--- config.mk ---
export PLATFORM = sky130hd
export DESIGN_NAME = spi_master_flat
export DESIGN_NICKNAME = d
export VERILOG_FILES = /design/src/rtl/spi_master_if.sv /design/src/rtl/spi_master.sv /design/src/flat_wrapper.sv
export SDC_FILE = /design/constraint.sdc
export NUM_CORES = 1
export LEC_CHECK = 0
export ABC_AREA = 1
export BUFFER_PORTS_ARGS = -buffer_cell sky130_fd_sc_hd__buf_2
export CORE_ASPECT_RATIO = 1.25
export CORE_MARGIN = 3
export CORE_UTILIZATION = 45
export CTS_CLUSTER_SIZE = 8
export DETAILED_ROUTE_END_ITERATION = 16
export PLACE_DENSITY = 0.63
export SLEW_MARGIN = 20
export SYNTH_ARGS = -nofsm -noshare
export SYNTH_HDL_FRONTEND = slang
export SYNTH_SLANG_ARGS = --single-unit
--- constraint.sdc ---
create_clock -name Clk_i -period 4.2 [get_ports Clk_i]
set_input_delay 0.84 -clock Clk_i [delete_from_list [all_inputs] [get_ports Clk_i]]
set_output_delay 0.84 -clock Clk_i [all_outputs]
set_load 0.01 [all_outputs]
--- src/rtl/spi_master_if.sv ---
// ----------------------------------------------------------------------------
// spi_master_if
// Groups the host-side handshake and the SPI pins of spi_master.
//   start_i    host -> master  transfer request
//   tx_data_i  host -> master  byte to shift out on MOSI
//   SPI_MODE_i host -> master  {CPOL, CPHA}
//   busy_o     master -> host  transfer in progress
//   done_o     master -> host  one-cycle end-of-transfer pulse
//   rx_data_o  master -> host  byte assembled from MISO
//   SPI_Clk_o  master -> slave SPI clock
//   MOSI_o     master -> slave serial data out
//   CS_o       master -> slave chip select, active-high
//   MISO_i     slave -> master serial data in
// Modport master is used by spi_master; modport slave is its counterpart.
// ----------------------------------------------------------------------------
interface spi_master_if;
    logic       start_i;
    logic [7:0] tx_data_i;
    logic [1:0] SPI_MODE_i;
    logic       busy_o;
    logic       done_o;
    logic [7:0] rx_data_o;
    logic       SPI_Clk_o;
    logic       MOSI_o;
    logic       CS_o;
    logic       MISO_i;

    modport master (
        input  start_i, tx_data_i, SPI_MODE_i, MISO_i,
        output busy_o, done_o, rx_data_o, SPI_Clk_o, MOSI_o, CS_o
    );

    modport slave (
        output start_i, tx_data_i, SPI_MODE_i, MISO_i,
        input  busy_o, done_o, rx_data_o, SPI_Clk_o, MOSI_o, CS_o
    );
endinterface

--- src/rtl/spi_master.sv ---
// ----------------------------------------------------------------------------
// spi_master
// Single-byte SPI master, all four modes, SPI half-period of CLK_DIV cycles.
// Ports:
//   Clk_i    system clock, rising edge
//   rst_n_i  asynchronous active-low reset
//   bus      spi_master_if.master (handshake + SPI pins, see interface)
//
// state       | meaning
// ------------+--------------------------------------------------------------
// ST_IDLE     | CS low, SPI_Clk_o follows CPOL input, waiting for start_i
// ST_SETUP    | CS high, one half-period before the first SPI clock edge
// ST_TRANSFER | 16 SPI clock edges, shifting MOSI and sampling MISO
// ST_HOLD     | half-period after edge 16, then one done/CS-low cycle
// ----------------------------------------------------------------------------
module spi_master #(
    parameter int CLK_DIV = 4
) (
    input  logic         Clk_i,
    input  logic         rst_n_i,
    spi_master_if.master bus
);
    localparam int               DIV_W    = $clog2(CLK_DIV);
    localparam logic [DIV_W-1:0] DIV_LAST = DIV_W'(CLK_DIV - 1);

    typedef enum logic [1:0] {
        ST_IDLE,
        ST_SETUP,
        ST_TRANSFER,
        ST_HOLD
    } state_t;

    state_t           state;
    state_t           state_nxt;

    logic [DIV_W-1:0] div_cnt;
    logic [4:0]       edge_cnt;
    logic [4:0]       edge_nxt;
    logic [7:0]       tx_sh;
    logic [7:0]       rx_sh;
    logic [7:0]       rx_data_q;
    logic             cpha_q;
    logic             sclk_q;
    logic             mosi_q;
    logic             done_q;

    logic             div_tc;
    logic             edge_emit;
    logic             edge_odd;
    logic             do_shift;
    logic             do_sample;
    logic             fin;

    assign div_tc    = (div_cnt == '0);
    assign edge_nxt  = edge_cnt + 5'd1;
    assign edge_odd  = edge_nxt[0];
    // Edge 1 leaves SETUP, edges 2..16 are emitted inside TRANSFER.
    assign edge_emit = ((state == ST_SETUP) || (state == ST_TRANSFER)) && div_tc;
    // CPHA=0 samples on odd edges, CPHA=1 on even edges.
    assign do_sample = edge_emit && (edge_odd != cpha_q);
    // CPHA=0 has bit7 out before edge 1, so only 7 shifts (edges 2..14).
    assign do_shift  = edge_emit && (cpha_q ? edge_odd
                                            : (!edge_odd && (edge_nxt != 5'd16)));
    // End of HOLD; done_q then marks the final HOLD cycle.
    assign fin       = (state == ST_HOLD) && div_tc && !done_q;

    always_ff @(posedge Clk_i or negedge rst_n_i) begin
        if (!rst_n_i) begin
            state <= ST_IDLE;
        end else begin
            state <= state_nxt;
        end
    end

    always_comb begin
        state_nxt = state;
        case (state)
            ST_IDLE:     if (bus.start_i) state_nxt = ST_SETUP;
            ST_SETUP:    if (div_tc) state_nxt = ST_TRANSFER;
            ST_TRANSFER: if (div_tc && (edge_cnt == 5'd15)) state_nxt = ST_HOLD;
            ST_HOLD:     if (done_q) state_nxt = ST_IDLE;
            default:     state_nxt = ST_IDLE;
        endcase
    end

    always_ff @(posedge Clk_i or negedge rst_n_i) begin
        if (!rst_n_i) begin
            div_cnt   <= '0;
            edge_cnt  <= '0;
            tx_sh     <= '0;
            rx_sh     <= '0;
            rx_data_q <= '0;
            cpha_q    <= 1'b0;
            sclk_q    <= 1'b0;
            mosi_q    <= 1'b0;
            done_q    <= 1'b0;
        end else begin
            done_q <= fin;
            if (state == ST_IDLE) begin
                sclk_q <= bus.SPI_MODE_i[1];
                if (bus.start_i) begin
                    cpha_q   <= bus.SPI_MODE_i[0];
                    div_cnt  <= DIV_LAST;
                    edge_cnt <= '0;
                    rx_sh    <= '0;
                    if (bus.SPI_MODE_i[0]) begin
                        tx_sh  <= bus.tx_data_i;
                        mosi_q <= 1'b0;
                    end else begin
                        tx_sh  <= {bus.tx_data_i[6:0], 1'b0};
                        mosi_q <= bus.tx_data_i[7];
                    end
                end
            end else begin
                div_cnt <= div_tc ? DIV_LAST : div_cnt - DIV_W'(1);
                if (edge_emit) begin
                    sclk_q   <= ~sclk_q;
                    edge_cnt <= edge_nxt;
                end
                if (do_shift) begin
                    mosi_q <= tx_sh[7];
                    tx_sh  <= {tx_sh[6:0], 1'b0};
                end
                if (do_sample) begin
                    rx_sh <= {bus.MISO_i, rx_sh[7:1]};
                end
                if (fin) begin
                    rx_data_q <= rx_sh;
                    mosi_q    <= 1'b0;
                end
            end
        end
    end

    assign bus.busy_o    = (state != ST_IDLE);
    assign bus.CS_o      = (state != ST_IDLE) && !done_q;
    assign bus.done_o    = done_q;
    assign bus.rx_data_o = rx_data_q;
    assign bus.SPI_Clk_o = sclk_q;
    assign bus.MOSI_o    = bus.CS_o && mosi_q;

endmodule
--- src/flat_wrapper.sv ---
// flat-port wrapper written by rule: the top's interface ports become plain ports
module spi_master_flat 
#(
    parameter int CLK_DIV = 4
)
  (Clk_i, rst_n_i, bus_start_i, bus_tx_data_i, bus_SPI_MODE_i, bus_MISO_i, bus_busy_o, bus_done_o, bus_rx_data_o, bus_SPI_Clk_o, bus_MOSI_o, bus_CS_o);
  spi_master_if bus_i ();
  input  logic Clk_i;
  input  logic rst_n_i;
  input wire logic [$bits(bus_i.start_i)-1:0] bus_start_i;
  input wire logic [$bits(bus_i.tx_data_i)-1:0] bus_tx_data_i;
  input wire logic [$bits(bus_i.SPI_MODE_i)-1:0] bus_SPI_MODE_i;
  input wire logic [$bits(bus_i.MISO_i)-1:0] bus_MISO_i;
  output wire logic [$bits(bus_i.busy_o)-1:0] bus_busy_o;
  output wire logic [$bits(bus_i.done_o)-1:0] bus_done_o;
  output wire logic [$bits(bus_i.rx_data_o)-1:0] bus_rx_data_o;
  output wire logic [$bits(bus_i.SPI_Clk_o)-1:0] bus_SPI_Clk_o;
  output wire logic [$bits(bus_i.MOSI_o)-1:0] bus_MOSI_o;
  output wire logic [$bits(bus_i.CS_o)-1:0] bus_CS_o;
  assign bus_i.start_i = bus_start_i;
  assign bus_i.tx_data_i = bus_tx_data_i;
  assign bus_i.SPI_MODE_i = bus_SPI_MODE_i;
  assign bus_i.MISO_i = bus_MISO_i;
  assign bus_busy_o = bus_i.busy_o;
  assign bus_done_o = bus_i.done_o;
  assign bus_rx_data_o = bus_i.rx_data_o;
  assign bus_SPI_Clk_o = bus_i.SPI_Clk_o;
  assign bus_MOSI_o = bus_i.MOSI_o;
  assign bus_CS_o = bus_i.CS_o;
  spi_master #(.CLK_DIV(CLK_DIV)) u_core (.Clk_i(Clk_i), .rst_n_i(rst_n_i), .bus(bus_i));
endmodule
==> results.md, run 1 <==
* # IOs at 27
* Layout cell share with drive strength beyond 1 at 18.78%
* Total of warnings raised by yosys at 0
* Synth area leader: dfrtp_1
* Fill count at 378
* Max-cap viol count at 0
* Final Cycle Share at 61.82%
* CP Capture Type: output pin
* Routed met2 length at 1703 microns
* Post-Syn Instances at 216
* Die Footprint at 4883 sq um
* Post-CTS setup buffer count at 0
* Peak VDD IR at 0.2202 mV
* Achievable Freq at 385.2 MHz
* GRT Resource Usage Total at 17.33%
* Slew @ Worst Pin at 0.8128 ns
* Yosys top cell area share at 50.48%
* CTS tree: done
* Slew Limit Fails at 0
* Initial antenna violation count at 0
* Largest delay share family, worst path: buffers and inverters
* Initial DRT Pass Iterations at 4
* TritonCTS sink count at 37
* Iter 0 DRT Violations at 76
* Final core occ at 54.02%
* CP Buf/Inv Count at 3
* Critical path fanouts, max at 15
* Hold Path Class: reg -> reg
* DP HPWL at 2574 microns
* Cts repair resizes at 0
* TritonCTS Buffers at 5
* Post-route ant nets at 0
* LEAKAGE at 1.067 nW
* Die W at 63.11 microns
* CP max stage delay at 0.50 ns
* Syn Std Cell Area at 1834 sq um
* Min cycle time layout at 2.596 ns
* Max Used Layer: met4
* Wire length per cell at 12.30 microns
* Synthesized area per cell at 8.492 sq um
* Site row count at 25
* Power Dens Cells at 654.4 nW/um^2
* WHS at 0.4811 ns
* Total gr overflow at 0
* Status: finished clean
* Root Buffer: clkbuf_8
* Flip-flop and latch area at 925.9 sq um
* Layout net count at 265
* Vias/cell at 4.973
* DR vias at 1,487
* Top area cells in the synthesized netlist: dfrtp_1 (50%), nand2_1 (14%), nand3_1 (5.2%)
* Multi-input gate area at 768.2 sq um
* Startpoint types: flop
* Largest net degree at the start of global routing at 38
* H-Tree Depth at 2
* Worst-path cell chain: inv_1 > ha_1 > inv_2 > buf_2
* RSZ-0062 raised after global routing: no
* Crit-path slowest cell: ha_1
* CTS clk-pin slew, worst paths at 0.08 ns
* Distinct cells, synth at 25
* Diode count at 0
* Clk Latency, worst-skew pair at 0.29 ns
* First-pass GRT wire length at 6617 microns
* Critical path class: reg -> out
* Synthesis-to-finish area growth at 13.30%
* DIE HEIGHT at 77.38 microns
* Routed length on met3 at 175 microns
* Slew headroom at 45.82%
* Seq/Total Area, Yosys at 50.48%
* #FFs+latches synth at 37
* Crit path DAT at 1.76 ns
* Critical Path RT at 3.36 ns
* Initial core utilization at 47.67%
* Clock Path Buffers at 2
* IO buf count at 26
* Hold Buf Count CTS at 0
* Number of hold violations in the final report at 0
* Syn_nets at 237
* Gpl congestion at 0.8516
* Vias in the first global route at 1,459
* Drt drc at 0
* Routed WL at 3677 microns
* CORE AREA at 3847 sq um
* TNS Setup at 0 ns
* Setup violators final at 0
* M1 WL at 1710 microns
* Layout Skew at 0.004727 ns
==> area by class of cell <==
| class | instances | area share, % |
|---|---|---|
| Sequential cell | 37 | 44.55 |
| Clock inverter | 3 | 1.023 |
| Tap cell | 54 | 3.251 |
| Clock buffer | 5 | 3.311 |
| Inverter | 25 | 4.636 |
| Timing Repair Buffer | 26 | 6.261 |
| Multi-Input combinational cell | 149 | 36.97 |
==> cells in the mapped netlist, drive strengths merged <==
library cell	number
a21oi	2
nor2	10
nand2	73
o22ai	9
o21ai	19
o211ai	2
nand4	2
and2	1
ha	7
a31oi	1
xnor2	1
nand3	19
nor3	1
inv	25
dfrtp	37
or2	1
nor3b	1
buf	5
==> cells in the final DEF (no fill, tap or decap), drive strengths merged <==
cell | Yosys | layout
nand3 | 19 | 19
buf | 5 | 26
nand4 | 2 | 2
xnor2 | 1 | 1
o211ai | 2 | 2
nor3 | 1 | 1
or2 | 1 | 1
clkbuf | 0 | 5
dfrtp | 37 | 37
a31oi | 1 | 1
o22ai | 9 | 9
inv | 25 | 26
and2 | 1 | 1
o21ai | 19 | 19
nor2 | 10 | 10
clkinv | 0 | 1
a21oi | 2 | 2
clkinvlp | 0 | 1
nand2 | 73 | 73
nor3b | 1 | 1
ha | 7 | 7
==> state kept, by name, summed over array words and instances, names as in the netlist <==
| name | cells |
|---|---|
| u_core.cpha_q | 1 |
| u_core.bus.rx_data_o | 8 |
| u_core.tx_sh | 8 |
| u_core.bus.SPI_Clk_o | 1 |
| u_core.edge_cnt | 5 |
| u_core.state | 2 |
| u_core.div_cnt | 2 |
| u_core.bus.done_o | 1 |
| u_core.rx_sh | 8 |
| u_core.mosi_q | 1 |
==> kinds of logic after synthesis <==
family	after synthesis	share of synthesized area, %
buf+inv	30	7.640
simple gates	108	26.67
fa+ha+maj	7	4.775
xor+xnor	1	0.4776
compound gates	33	9.959
flops	37	50.48
==> per-stage QoR <==
stage | total power [mW] | setup slack [ns] | area [sq um] | instances
CTS | 1.383 | 1.588 | 2078 | 299
global placement | 1.109 | 2.008 | 1988 | 291
floorplan | 0.9719 | 2.273 | 1834 | 216
global route | 1.504 | 1.448 | 2078 | 299
finish | 1.360 | 1.604 | 2078 | 299
detailed placement | 1.116 | 1.932 | 1988 | 291
==> tightest hold or removal path, cell delays in order, from the launching register on <==
cell and delay (ns):
dfrtp_1 0.34, nand2_1 0.05, o21ai_0 0.06
==> final timing paths <==
| kind | startpoint | endpoint | depth (start not counted) | slack [ns] |
|---|---|---|---|---|
| setup / recovery | u_core.state[0] | bus_busy_o | 4 | 1.60 |
| min in group asynchronous | rst_n_i | u_core.bus.rx_data_o[5] | 1 | 0.63 |
| setup reg to reg | u_core.state[0] | u_core.rx_sh[4] | 5 | 2.10 |
| max in group asynchronous | rst_n_i | u_core.div_cnt[1] | 1 | 3.05 |
| hold reg to reg | u_core.bus.rx_data_o[1] | u_core.bus.rx_data_o[1] | 2 | 0.48 |
| hold / removal | u_core.bus.rx_data_o[1] | u_core.bus.rx_data_o[1] | 2 | 0.48 |
==> routing by layer <==
layer	global-route usage [%]	vias up
met5	0	-
met4	8.609	0
met3	4.486	8
met2	27.35	31
met1	21.91	687
li1	-	761
==> where the power goes <==
part / total, mW / switching, mW / internal (mW) / leakage (nW)
logic: 0.565 / 0.360 / 0.205 / 0.542
registers: 0.543 / 0.0702 / 0.472 / 0.480
clock network: 0.252 / 0.135 / 0.118 / 0.0445
(Power assumes the default switching activity.)
==> run 2, diff against run 1 <==
==> constraint.sdc (replaced) <==
create_clock -name Clk_i -period 2.4 [get_ports Clk_i]
set_input_delay 0.48 -clock Clk_i [delete_from_list [all_inputs] [get_ports Clk_i]]
set_output_delay 0.48 -clock Clk_i [all_outputs]
set_load 0.01 [all_outputs]
==> run 2 against run 1 <==
Against the previous run:
- worst setup slack lost 1.3 ns
- non-clock buffer count grew 1
- core utilization grew 1.4 points
- die area is the same
- clock-buffer cell count is the same
- sequential share of layout area shrank 1.1 points
- cell area grew 2.6%
- clock skew grew 0.00073 ns
- global-route usage shrank 0.38 points
- cell count grew 0.33%
- register-to-register slack lost 1.7 ns
- critical endpoint unchanged
- highest routed layer unchanged
==> results.md, run 2 (synthesis gave the netlist of run 1 again) <==
* Die Footprint at 4883 sq um (unchanged)
* Peak VDD IR at 0.4955 mV (+130%)
* Wire length per cell at 12.21 microns (-0.71%)
* IO buf count at 26 (unchanged)
* Startpoint types: flop
* Post-CTS setup buffer count at 0 (unchanged)
* Root Buffer: clkbuf_8
* Site row count at 25 (unchanged)
* FF-to-FF Start: u_core.edge_cnt[0]
* Grt met2 use at 27.14% (-0.21 points)
* Worst reg2reg setup slack at 0.41 ns (-1.69 ns)
* Drt drc at 0 (unchanged)
* GRT Resource Usage Total at 16.95% (-0.38 points)
* Layout cell share with drive strength beyond 1 at 19.51% (+0.74 points)
* H-Tree Depth at 2 (unchanged)
* Commonest non-fill, non-tap cells in the layout: nand2_1 (67), dfrtp_1 (37), buf_2 (26), inv_1 (23), nand3_1 (19)
* Switching Power at 0.9909 mW (+75%)
* Vias/cell at 4.953 (-0.40%)
* Clk Latency, worst-skew pair at 0.29 ns (about the same)
* Final Cycle Share at 86.03%
* Slew @ Worst Pin at 0.8098 ns (-0.002985 ns)
* Slew Limit Fails at 0 (unchanged)
* Max-cap viol count at 0 (unchanged)
* # IOs at 27 (unchanged)
* RSZ-0062 raised after global routing: no
* Crit path DAT at 1.58 ns (-0.18 ns)
* Layout net count at 266 (+0.38%)
* Initial DRT Pass Iterations at 4 (unchanged)
* DP HPWL at 2571 microns (-0.14%)
* Achievable Freq at 484.3 MHz
* CTS tree: done
* Hold Path Class: in -> async
* LEAKAGE at 1.093 nW (+2.5%)
* TritonCTS Buffers at 5 (unchanged)
* CP Capture Type: output pin
* DIE HEIGHT at 77.38 microns (unchanged)
* Critical Path RT at 1.92 ns (-1.44 ns)
* Post-route ant nets at 0 (unchanged)
* Status: finished clean
* Initial core utilization at 47.67% (unchanged)
* FF-to-FF End: u_core.tx_sh[4]
* Clock power frac at 24.7% (+6.2 points)
* TritonCTS sink count at 37 (unchanged)
* Grt peak-use layer: met2
* Flop pwr share at 36.5% (-3.4 points)
* Sw frac at 38.07% (-3.5 points)
* Synthesis-to-finish area growth at 16.23%
* Reg2Reg Depth at 12 (+7)
* Internal power at 1.612 mW (+100%)
* Clock Path Buffers at 2 (unchanged)
* Layout Skew at 0.005456 ns (+0.0007295 ns)
* Largest net degree at the start of global routing at 38 (unchanged)
* CORE AREA at 3847 sq um (unchanged)
* Number of hold violations in the final report at 0 (unchanged)
* Met1 usage at 21.63% (-0.28 points)
* WHS at 0.2806 ns (-0.2005 ns)
* Most common cell after layout, fill and taps aside: nand2_1
* Gpl congestion at 0.8328 (-2.2%)
* Die W at 63.11 microns (unchanged)
* Setup violators final at 0 (unchanged)
* M3 GR Usage at 4.342% (-0.14 points)
* CTS clk-pin slew, worst paths at 0.08 ns (about the same)
* TNS Setup at 0 ns (unchanged)
* Power Dens Cells at 1221 nW/um^2 (+87%)
* Diode count at 0 (unchanged)
* Iter 0 DRT Violations at 56 (-26%)
* Vias in the first global route at 1,421 (-2.6%)
* Routed WL at 3663 microns (-0.38%)
* DR vias at 1,486 (-0.067%)
* Comb power frac at 38.9% (-2.7 points)
* Critical path fanouts, max at 15 (unchanged)
* Multi-input gate area at 770.7 sq um (+0.33%)
* Min cycle time layout at 2.065 ns
* Initial antenna violation count at 0 (unchanged)
* Total gr overflow at 0 (unchanged)
* Fill count at 367 (-2.9%)
* Slew headroom at 46.02% (+0.20 points)
* Flip-flop and latch area at 925.9 sq um (unchanged)
* Critical path class: reg -> out
* First-pass GRT wire length at 6555 microns (-0.94%)
## run 2: changes by cell type in the layout (fill, tap and decap cells not counted), sizes merged
cell,before,now
buf,26,27
bufinv,0,2
clkinvlp,1,0
inv,26,25
## run 2: worst max-delay path, stage by stage (launching register included)
cell	delay, ns
dfrtp_1	0.41
inv_1	0.11
ha_2	0.38
inv_2	0.20
buf_2	0.18
## run 2: cell type report
cell class,count,share of cell area (%)
tap,54,3.169
timing repair buffer,27,6.455
inverter,25,4.519
clock buffer,5,3.228
clock inverter,3,3.052
multi-input combinational,149,36.15
sequential,37,43.43
## run 2: metal layers
metal,share of wire [%],wire length (microns)
met1,46,1694
met2,48,1759
met3,4.8,174
met4,0.96,35
met5,0,0
## run 2: timing repair
| action | 4_1_cts | 5_1_grt |
|---|---|---|
| setup endpoints to repair | 0 | 1 |
| hold buffers | 0 | 0 |
| gates resized for setup | 0 | 1 |
## run 2: worst max path at each step
stage,endpoint,from,cells past startpoint
6_report,bus_busy_o,u_core.state[0],4
5_1_grt,bus_busy_o,u_core.state[0],4
4_1_cts,bus_busy_o,u_core.state[0],4
3_5_place_dp,u_core.state[0],u_core.state[0],8
3_3_place_gp,u_core.state[0],u_core.state[0],8
2_1_floorplan,u_core.mosi_q,u_core.edge_cnt[0],13
## run 2: power by group through the flow
stage,registers (mW),logic (mW),clock network (mW)
final,0.949,1.01,0.642
after global routing,0.976,1.15,0.689
after CTS,0.950,1.02,0.656
after detailed placement,0.959,1.01,0
after global placement,0.954,1.01,0
after floorplan,0.976,0.725,0
## run 2: metrics by stage
step                util, %  power [mW]  cell area (sq um)  setup WS [ns]  cells
finish                55.41       2.603               2132         0.3352    300
global route          55.41       2.819               2132         0.2218    300
CTS                   55.35       2.626               2130        0.06552    300
detailed placement    51.87       1.972               1996         0.3018    292
global placement      51.87       1.961               1996         0.3106    292
floorplan                 -       1.701               1834         0.6732    216
